<file path="src/rtl/bounce_gen.sv">
// bounce_gen: emulates a bouncing mechanical switch for debouncer testing.
// LFSR-timed glitch train, then a fixed settle window, then a done pulse.
module bounce_gen #(
    parameter logic [15:0] SEED   = 16'hACE1,
    parameter int unsigned SETTLE = 50
) (
    input  logic       clk,
    input  logic       reset,
    input  logic       start,
    input  logic       target,
    input  logic [3:0] n_bounce,
    input  logic [7:0] max_gap,
    output logic       button,
    output logic       busy,
    output logic       done
);

    typedef enum logic [1:0] {
        S_IDLE,
        S_BOUNCE,
        S_SETTLE
    } state_t;

    // An all-zero seed would lock the LFSR, so fall back to 1.
    localparam logic [15:0] SEED_INIT  = (SEED == 16'd0) ? 16'h0001 : SEED;
    localparam logic [15:0] SETTLE_CNT = 16'(SETTLE);
    localparam logic [15:0] TAPS       = 16'hB400;

    state_t      state, state_n;
    logic [15:0] lfsr;
    logic [15:0] cnt, cnt_n;
    logic [4:0]  rem, rem_n;
    logic [7:0]  mask, mask_n;
    logic        button_n;
    logic        done_n;

    // Hold length 1..256 from the low LFSR byte and the gap mask.
    function automatic logic [15:0] hold(input logic [7:0] r,
                                         input logic [7:0] m);
        logic [8:0] g;
        g = 9'd1 + {1'b0, r & m};
        return {7'd0, g};
    endfunction

    assign busy = (state != S_IDLE);

    // Free-running Galois LFSR, advancing every cycle.
    always_ff @(posedge clk) begin
        if (reset) begin
            lfsr <= SEED_INIT;
        end else begin
            lfsr <= {1'b0, lfsr[15:1]} ^ (lfsr[0] ? TAPS : 16'h0000);
        end
    end

    // State and datapath registers.
    always_ff @(posedge clk) begin
        if (reset) begin
            state  <= S_IDLE;
            button <= 1'b0;
            done   <= 1'b0;
            cnt    <= 16'd0;
            rem    <= 5'd0;
            mask   <= 8'd0;
        end else begin
            state  <= state_n;
            button <= button_n;
            done   <= done_n;
            cnt    <= cnt_n;
            rem    <= rem_n;
            mask   <= mask_n;
        end
    end

    // Next-state logic: edge train, settle window, completion pulse.
    always_comb begin
        state_n  = state;
        button_n = button;
        done_n   = 1'b0;
        cnt_n    = cnt;
        rem_n    = rem;
        mask_n   = mask;
        unique case (state)
            S_IDLE: begin
                // A start landing on the done cycle is dropped.
                if (start && !done) begin
                    mask_n = max_gap;
                    rem_n  = {n_bounce, 1'b0};
                    if (target != button) begin
                        button_n = target;
                        cnt_n    = hold(lfsr[7:0], max_gap);
                        state_n  = S_BOUNCE;
                    end else begin
                        cnt_n   = SETTLE_CNT;
                        state_n = S_SETTLE;
                    end
                end
            end
            S_BOUNCE: begin
                if (cnt == 16'd1) begin
                    if (rem == 5'd0) begin
                        cnt_n   = SETTLE_CNT;
                        state_n = S_SETTLE;
                    end else begin
                        button_n = ~button;
                        rem_n    = rem - 5'd1;
                        cnt_n    = hold(lfsr[7:0], mask);
                    end
                end else begin
                    cnt_n = cnt - 16'd1;
                end
            end
            S_SETTLE: begin
                if (cnt == 16'd1) begin
                    cnt_n   = 16'd0;
                    done_n  = 1'b1;
                    state_n = S_IDLE;
                end else begin
                    cnt_n = cnt - 16'd1;
                end
            end
            default: begin
                state_n = S_IDLE;
            end
        endcase
    end

endmodule

</file>
<file path="config.mk">
export PLATFORM = sky130hd
export DESIGN_NAME = bounce_gen
export DESIGN_NICKNAME = d
export VERILOG_FILES = /design/src/rtl/bounce_gen.sv
export SDC_FILE = /design/constraint.sdc
export NUM_CORES = 1
export LEC_CHECK = 0
export CAP_MARGIN = 5
export CORE_MARGIN = 3
export CORE_UTILIZATION = 53
export DETAILED_ROUTE_END_ITERATION = 6
export PLACE_DENSITY = 0.84
export SLEW_MARGIN = 20
export SYNTH_ARGS = -nofsm -noshare
export SYNTH_HDL_FRONTEND = slang
export SYNTH_SLANG_ARGS = --single-unit
</file>
<file path="constraint.sdc">
create_clock -name clk -period 1.75 [get_ports clk]
set_input_delay 0.525 -clock clk [delete_from_list [all_inputs] [get_ports clk]]
set_output_delay 0.525 -clock clk [all_outputs]
set_load 0.005 [all_outputs]
</file>
* Word-level counts from Yosys, hierarchy flattened
Index checks and enable logic that the tools add are counted.
Widths: inputs -> output; s select.
** Operators by class
- Eq/ne operators :: 10
- Add/sub/neg operators :: 4
- Bitwise operators :: 5
- Reduce and logical (&&, ||, !) cells :: 13
- Mux-type cells :: 23
** Operators with widths (count)
- $mux 16 :: 4
- $pmux 16 s3 :: 1
- $add 1x8->9 const A :: 2
- $mux 9 :: 2
- $and 8x8->8 :: 2
- $eq 16x1->1 const B :: 1
- $sub 16x1->16 const B :: 1
- $xor 15x16->16 :: 1
- $mux 5 :: 3
- $ne 2x2->1 const B :: 6
- $mux 2 :: 5
- $pmux 5 s2 :: 1
- $reduce_and 4->1 :: 2
- $pmux 2 s3 :: 1
- $logic_not 5->1 :: 1
- $mux 1 :: 5
- $reduce_and 5->1 :: 1
- $sub 5x1->5 const B :: 1
- $reduce_and 2->1 :: 2
- $reduce_bool 2->1 :: 2
- $reduce_bool 3->1 :: 1
- $eq 2x1->1 const B :: 1
- $eq 2x2->1 const B :: 1
- $logic_not 2->1 :: 1
- other kinds (6) :: 7
** Storage, ports and cells
- Bits in registers :: 49
- Output and inout port bits :: 3
- Input bits :: 16
- Logic and storage cells :: 62

* Logic depth before layout (Yosys ltp)
Gate-level depths: netlist (run 1).
- Depth in word-level cells :: 5
- Gate-level depth with buffers :: 9
- Gate-level depth less buffers :: 8

* Worst setup path before layout (run 1)
OpenSTA, ideal clock, no wires.
- Kind :: flip-flop to flip-flop
- From :: register state[0]
- To :: register mask[0]
- Slack :: -0.136 ns
- Library setup time :: 0.128 ns
- Cell stages (with the launch flop) :: 9
- Required time :: 1.622 ns
- Clock period less this slack :: 1.886 ns
- Buffers on the path :: 2
- Arrival time :: 1.759 ns
- Path through :: dfxtp_1 -> inv_1 -> ha_1 -> clkbuf_1 -> inv_1 -> or2_2 -> clkbuf_1 -> mux2i_1 -> nor2_1
** On the way
- Longest elaborated chain between the ends :: 2
** Ends and longest elaborated chain
- start: declaration :: line 29 : state_t state, state_n;
- start signal: assignment :: line 66 : state <= state_n;
- $logic_not 2->1 :: line 83 : unique case (state)
- $reduce_and 2->1 (no source line)
- end signal: assignment :: line 71 : mask <= mask_n;
- end: declaration :: line 33 : logic [7:0] mask, mask_n;
No other way between the ends.
A chain may end at the register's enable or synchronous reset.

* Worst setup path after layout (run 1)
- From :: register cnt[10]
- To :: register state[1]
** On the way
- Longest elaborated chain between the ends :: 3
- Elaborated cells on any way between the ends :: 4
- Those cells by class :: eq/ne (3); reduce/logical (1)
** Ends and longest elaborated chain
- start: declaration :: line 31 : logic [15:0] cnt, cnt_n;
- start signal: assignment :: line 69 : cnt <= cnt_n;
- $eq 16x1->1 (*) :: line 100, 114
- $ne 2x2->1 (no source line)
- $reduce_and 4->1 (no source line) (*)
Every way passes the cells marked *; elsewhere a longest branch is shown, timed or not.

==> key figures, run 1 <==
GRT
  • Total gr overflow: 0
  • Gr usage total: between 30% and 40%
  • Largest net degree at the start of global routing: 19
  • Antenna violations before repair: 1
  • First-pass GRT wire length: about 16 mm
  • Vias in the first global route: 3,224

Final layout
  • Fillers: 244
  • Post-layout util: a little under nine tenths
  • # nets final: 482
  • Multi-input logic area: 2160 um2
  • Register area: between 1000 and 1500 um2
  • Share of cells above drive strength 1: 44.4%
  • Area delta synth->final: 54.7%

Timing
  • Final Cycle Share: 117%
  • Worst setup margin: -0.296 ns
  • Final Hold Viols: 0
  • Maximum clock frequency: 0.489 GHz
  • Minimum clock period: 2.05 ns
  • Final Setup Violations: 24
  • Unrepaired setup endpoints after global routing: yes
  • Worst Skew: 0.00386 ns
  • Worst relative slew slack: 68.9%
  • Slew Limit Fails: 0
  • Worst-Margin Slew: between 0.4 and 0.5 ns

Synth
  • Synth cell types: 58
  • Avg Cell Area, Syn: just over 8 um2
  • Post-synth EDFFs: 0
  • Sequential-to-total area share from yosys stat: 34.3%
  • Syn. warnings: 0
  • Syn nets: 370
  • Area contributors post-synth: dfxtp_1, nor2_1, xnor2_1
  • Synthesized flop and latch total: between 40 and 50
  • Fraction of registers with async set/reset: 0%
  • Cell area after synthesis: 2860 um2
  • Most numerous cell in the Yosys netlist: dfxtp_1
  • Area leader, netlist: dfxtp_1
  • Most frequent cells after synthesis: dfxtp_1, nor2_1, nand2_1, inv_1, xnor2_1
  • Most used flip-flop cell after synthesis: dfxtp_1
  • Area share of the largest cell type after synthesis: 34.3%
  • Mapped Cells: 344

Routing
  • WL/cell: between 20 and 25 um
  • Antenna viol nets, final: 0
  • First drt pass iteration count: 7
  • Via total after detailed routing: 3,443
  • Vias/cell: 6.52
  • DRC violation total after the first TritonRoute iteration: 472
  • DRC: 0
  • Total wire length: between 10 and 15 mm

Floorplan
  • Initial Utilization: 55.3%
  • Die extent in x: approximately 79 um
  • Full die area: 6310 um2
  • Chip height: 79.4 um
  • Std-Cell Rows: 26
  • Core area: roughly 5200 um2
  • I/O pin total: 19

Worst setup path
  • Setup crit start kind: flip-flop
  • Data arrival, critical path: about 2.3 ns
  • Crit path max fanout: 5
  • Crit path kind: flip-flop to flip-flop
  • Required time worst endpoint: roughly 2.0 ns
  • Worst Setup End Kind: flip-flop

Pwr
  • Leakage: 0.00184 uW
  • VDD IR max: 1.07 mV
  • PD cells: 1670 nW/um2

Placed design
  • Setup WS pre-CTS: -0.547 ns
  • Detailed Place HPWL: about 6.5 mm
  • Gpl congestion: about 0.97
  • Port buffer count: 18

Status
  • Failing checks: negative setup slack
  • Outcome: finished, violations left

Flow run
  • Max Cap Viol: 0

CTS
  • Clock latency on the worst-skew pair: 0.32 ns
  • TritonCTS Buffers: 5
  • Clk sink count: between 40 and 50
  • Max clock buf depth: 2
  • Clk root buf: clkbuf_8
  • Hold buffers post-CTS: 0
  • Clock-pin transition on the worst setup and hold timing paths: roughly 0.10 ns
  • Htree depth: 2
  • TritonCTS clock tree: yes

Min path
  • Hold Crit Class: flip-flop to flip-flop
state kept, by name, summed over array words and instances (netlist names):
register,count
button,1
cnt,16
done,1
lfsr,16
mask,8
rem,5
state,2
kinds of logic after synthesis:
kind of cell	Yosys count	synth area share (%)
flops	49	34.3
compound gates	68	17.0
mux	13	4.60
fa+ha+maj	10	4.38
buf+inv	32	4.33
xor+xnor	23	7.05
simple gates	149	28.3
cells in the final DEF, fill, tap and decap left out, types with 4 or more instances in the layout:
master,Yosys,routed
a211oi_2,0,4
a21oi_1,13,8
a21oi_2,0,4
buf_4,0,89
buf_6,0,12
clkbuf_8,0,5
clkdlybuf4s50_1,0,10
dfxtp_1,49,36
dfxtp_2,0,11
dlygate4sd2_1,0,4
ha_1,10,5
ha_4,0,4
inv_1,15,10
inv_2,0,4
mux2i_1,12,12
nand2_1,26,25
nand3_1,9,4
nand3_2,0,5
nand4_1,11,11
nor2_1,35,31
nor2_2,1,4
nor2b_1,10,9
nor3_1,12,7
nor4_4,1,4
o21ai_0,7,5
o21ai_1,8,7
or2_2,8,7
xnor2_1,15,14
xor2_1,8,7
area by class of cell:
cell class              instances  area share [%]
clock inverters                 3           0.594
repair buffers                121            22.9
diodes                          1          0.0566
clock buffers                   5            1.56
inverters                      16            1.41
flip-flops and latches         49            22.7
multi-input cells             263            48.8
well taps                      70            1.98
what timing repair did:
action	4_1_cts	5_1_grt
pin swaps	35	27
setup buffers	15	7
endpoints found under the setup margin	34	26
cloned	0	1
gates resized for setup	64	54
through the flow:
stage | setup TNS, ns | instances | hold slack (ns) | area, um2 | power, uW
after floorplan | -0.0268 | 344 | 0.389 | 2880 | 3520
after global placement | -11.10 | 497 | 0.392 | 3690 | 4800
after detailed placement | -12.58 | 497 | 0.402 | 3690 | 4930
after CTS | -0.586 | 519 | 0.427 | 4130 | 6350
after global routing | -4.37 | 528 | 0.449 | 4420 | 7640
final | -2.94 | 528 | 0.427 | 4420 | 7380
final timing paths:
kind	startpoint	endpoint	slack, ns	cells past startpoint
setup / recovery	cnt[10]	state[1]	-0.30	7
hold / removal	lfsr[8]	lfsr[7]	0.43	1
setup reg to reg	cnt[10]	state[1]	-0.30	7
hold reg to reg	lfsr[8]	lfsr[7]	0.43	1
per-layer routing:
layer  global-route usage [%]  up-vias  wire [um]
li1                         -     1464          -
met1                     39.6     1580       4210
met2                     54.7      282       5310
met3                     5.64      117       1190
met4                     11.2        0        944
met5                        0        -          0
critical path, stage by stage (launching register included):
cell and delay, ns:
dfxtp_2 0.35, nor4_4 0.30, buf_4 0.19, buf_12 0.11, nand4_4 0.12, a21oi_2 0.40, o21ai_1 0.16, o311a_1 0.30
power by group:
part           internal, uW  switching (uW)
sequential             1350             229
combinational          2430            2620
clock                   298             449
total                  4080            3300
Power figures use the tool's default switching activity.
==> run 2, diff against run 1 <==
CTS_BUF_LIST = sky130_fd_sc_hd__clkbuf_16   (was unset)
GPL_ROUTABILITY_DRIVEN = 0   (was unset)
==> key figures, run 2 (synthesis results as in run 1) <==
Floorplan
  • Chip height: 79.4 um
  • Std-Cell Rows: 26
  • Die extent in x: 79.4 um
  • Initial Utilization: 55.3%
  • I/O pin total: 19
  • Core area: 5170 um2
  • Full die area: ~6300 um2

Timing
  • Final Cycle Share: 114%
  • Worst relative slew slack: 74.0%
  • Setup Total Neg Slack: -3.15 ns
  • Slew Limit Fails: 0
  • Final Hold Viols: 0
  • Worst-Margin Slew: between 0.3 and 0.4 ns
  • Maximum clock frequency: 0.503 GHz
  • Worst Skew: about 0.017 ns
  • Final Setup Violations: 23
  • Unrepaired setup endpoints after global routing: yes
  • Worst setup margin: -0.240 ns
  • Minimum clock period: roughly 2.0 ns

Worst setup path
  • Start of the worst register-to-register path: cnt[6]
  • Setup crit start kind: flip-flop
  • Register-to-Register Path Depth: 6
  • Reg-to-reg slack, setup: -0.24 ns
  • Setup crit start: cnt[6]
  • Data arrival, critical path: 2.23 ns
  • Crit path kind: flip-flop to flip-flop
  • Crit path max fanout: 5
  • Slowest-stage cell, CP: dfxtp_1
  • Crit-path max cell delay: around 0.38 ns
  • CP Cell Sequence: buf_4, nor4b_4, and4_4, nand4_1, o21ai_2, a32o_1
  • RR Endpoint: cnt[8]
  • Worst Setup End Kind: flip-flop
  • Required time worst endpoint: around 2 ns

CTS
  • TritonCTS Buffers: 5
  • Htree depth: 2
  • TritonCTS clock tree: yes
  • Max clock buf depth: 2
  • Clk sink count: 49
  • Clock-pin transition on the worst setup and hold timing paths: about 0.080 ns
  • Hold buffers post-CTS: 0
  • Clock latency on the worst-skew pair: 0.31 ns
  • Clk root buf: clkbuf_16

Pwr
  • PD cells: 1780 nW/um2
  • Leakage: 0.00190 uW
  • Switching share of power: between 40% and 50%
  • Seq pwr share: between 10% and 20%
  • Cell Int Power: 4490 uW
  • Combinational share of power: 65.3%
  • Clock power frac: 14.9%
  • Psw: 3540 uW
  • VDD IR max: 1.13 mV

Final layout
  • Top Registers: cnt: 16 flops, lfsr: 16 flops, mask: 8 flops
  • Non-Filler Instances: between 500 and 600
  • Most common cell after layout, fill and taps aside: buf_4
  • Register area: 997 um2
  • Post-route cell area: approximately 4500 um2
  • Post-layout util: around 90%
  • Share of cells above drive strength 1: 46.2%
  • Most frequent cells in the layout: buf_4, dfxtp_1, nor2_1
  • # diodes: 0
  • Fillers: 213
  • # nets final: 480
  • Multi-input logic area: ~2200 um2
  • Area delta synth->final: 58.2%

Routing
  • Antenna viol nets, final: 0
  • DRC violation total after the first TritonRoute iteration: between 500 and 600
  • Via total after detailed routing: 3,611
  • DRC: 10
  • Total wire length: 12.9 mm
  • First drt pass iteration count: 7
  • Vias/cell: 6.88
  • WL/cell: 24.6 um

Min path
  • Hold EP: lfsr[7]
  • Hold depth: 1
  • Hold Crit Start: lfsr[8]
  • Hold Crit Class: flip-flop to flip-flop

Placed design
  • Port buffer count: 18
  • Setup WS pre-CTS: -0.525 ns
  • Placed cell area: 3670 um2
  • Detailed Place HPWL: 6.31 mm
  • Placed cell count: 495

GRT
  • Antenna violations before repair: 0
  • Total gr overflow: 0
  • First-pass GRT wire length: 18.3 mm
  • Gr usage total: 38.1%
  • Largest net degree at the start of global routing: 18
  • Vias in the first global route: around 3,600

Flow run
  • Max Cap Viol: 0

Status
  • Failing checks: design-rule violations, negative setup slack
  • Outcome: finished, violations left
## run 2: cell type report
| class | count | share of cell area (%) |
|---|---|---|
| repair buffers | 119 | 21.7 |
| multi-input cells | 263 | 49.1 |
| flip-flops and latches | 49 | 22.0 |
| inverters | 16 | 1.33 |
| clock inverters | 3 | 1.11 |
| well taps | 70 | 1.94 |
| clock buffers | 5 | 2.77 |
## run 2: metrics by stage
step                      total power, uW  hold WS [ns]
final                                8040         0.419
after global placement               4800         0.394
after floorplan                      3520         0.389
after CTS                            6950         0.417
after detailed placement             4940         0.396
after global routing                 8270         0.435
## run 2: metal layers
layer | up-vias | wire length (um) | track usage [%]
met5 | - | 0 | 0
met4 | 0 | 1070 | 23.9
met3 | 125 | 1500 | 8.92
met2 | 377 | 5880 | 63.9
met1 | 1656 | 4480 | 43.4
li1 | 1453 | - | -
## run 2: power groups by stage
stage	Combinational, uW	Clock, uW	Sequential [uW]
4_1_cts	4220	1180	1550
3_5_place_dp	3410	0	1530
6_report	5250	1200	1590
2_1_floorplan	2000	0	1520
5_1_grt	5420	1240	1600
3_3_place_gp	3290	0	1520
## run 2: repair_timing
action / 4_1_cts / 5_1_grt
endpoints found under the setup margin: 34 / 26
resized for setup: 81 / 50
buffers inserted: 16 / 8
pin swaps: 42 / 31
## run 2: how the worst max path moves through the flow
stage,endpoint,slack (ns),cells past startpoint
2_1_floorplan,state[1],-0.03,6
3_3_place_gp,cnt[6],-0.44,8
3_5_place_dp,cnt[7],-0.53,6
4_1_cts,cnt[8],-0.05,7
5_1_grt,cnt[12],-0.32,6
6_report,cnt[8],-0.24,6
## run 2: worst max-delay path, delay by kind of cell, from the launching register on
kind	cells	cell delay (ns)
flip-flops	1	0.38
AND/OR/NAND/NOR	3	0.88
buffers and inverters	1	0.18
AO/OA/AOI/OAI	2	0.48
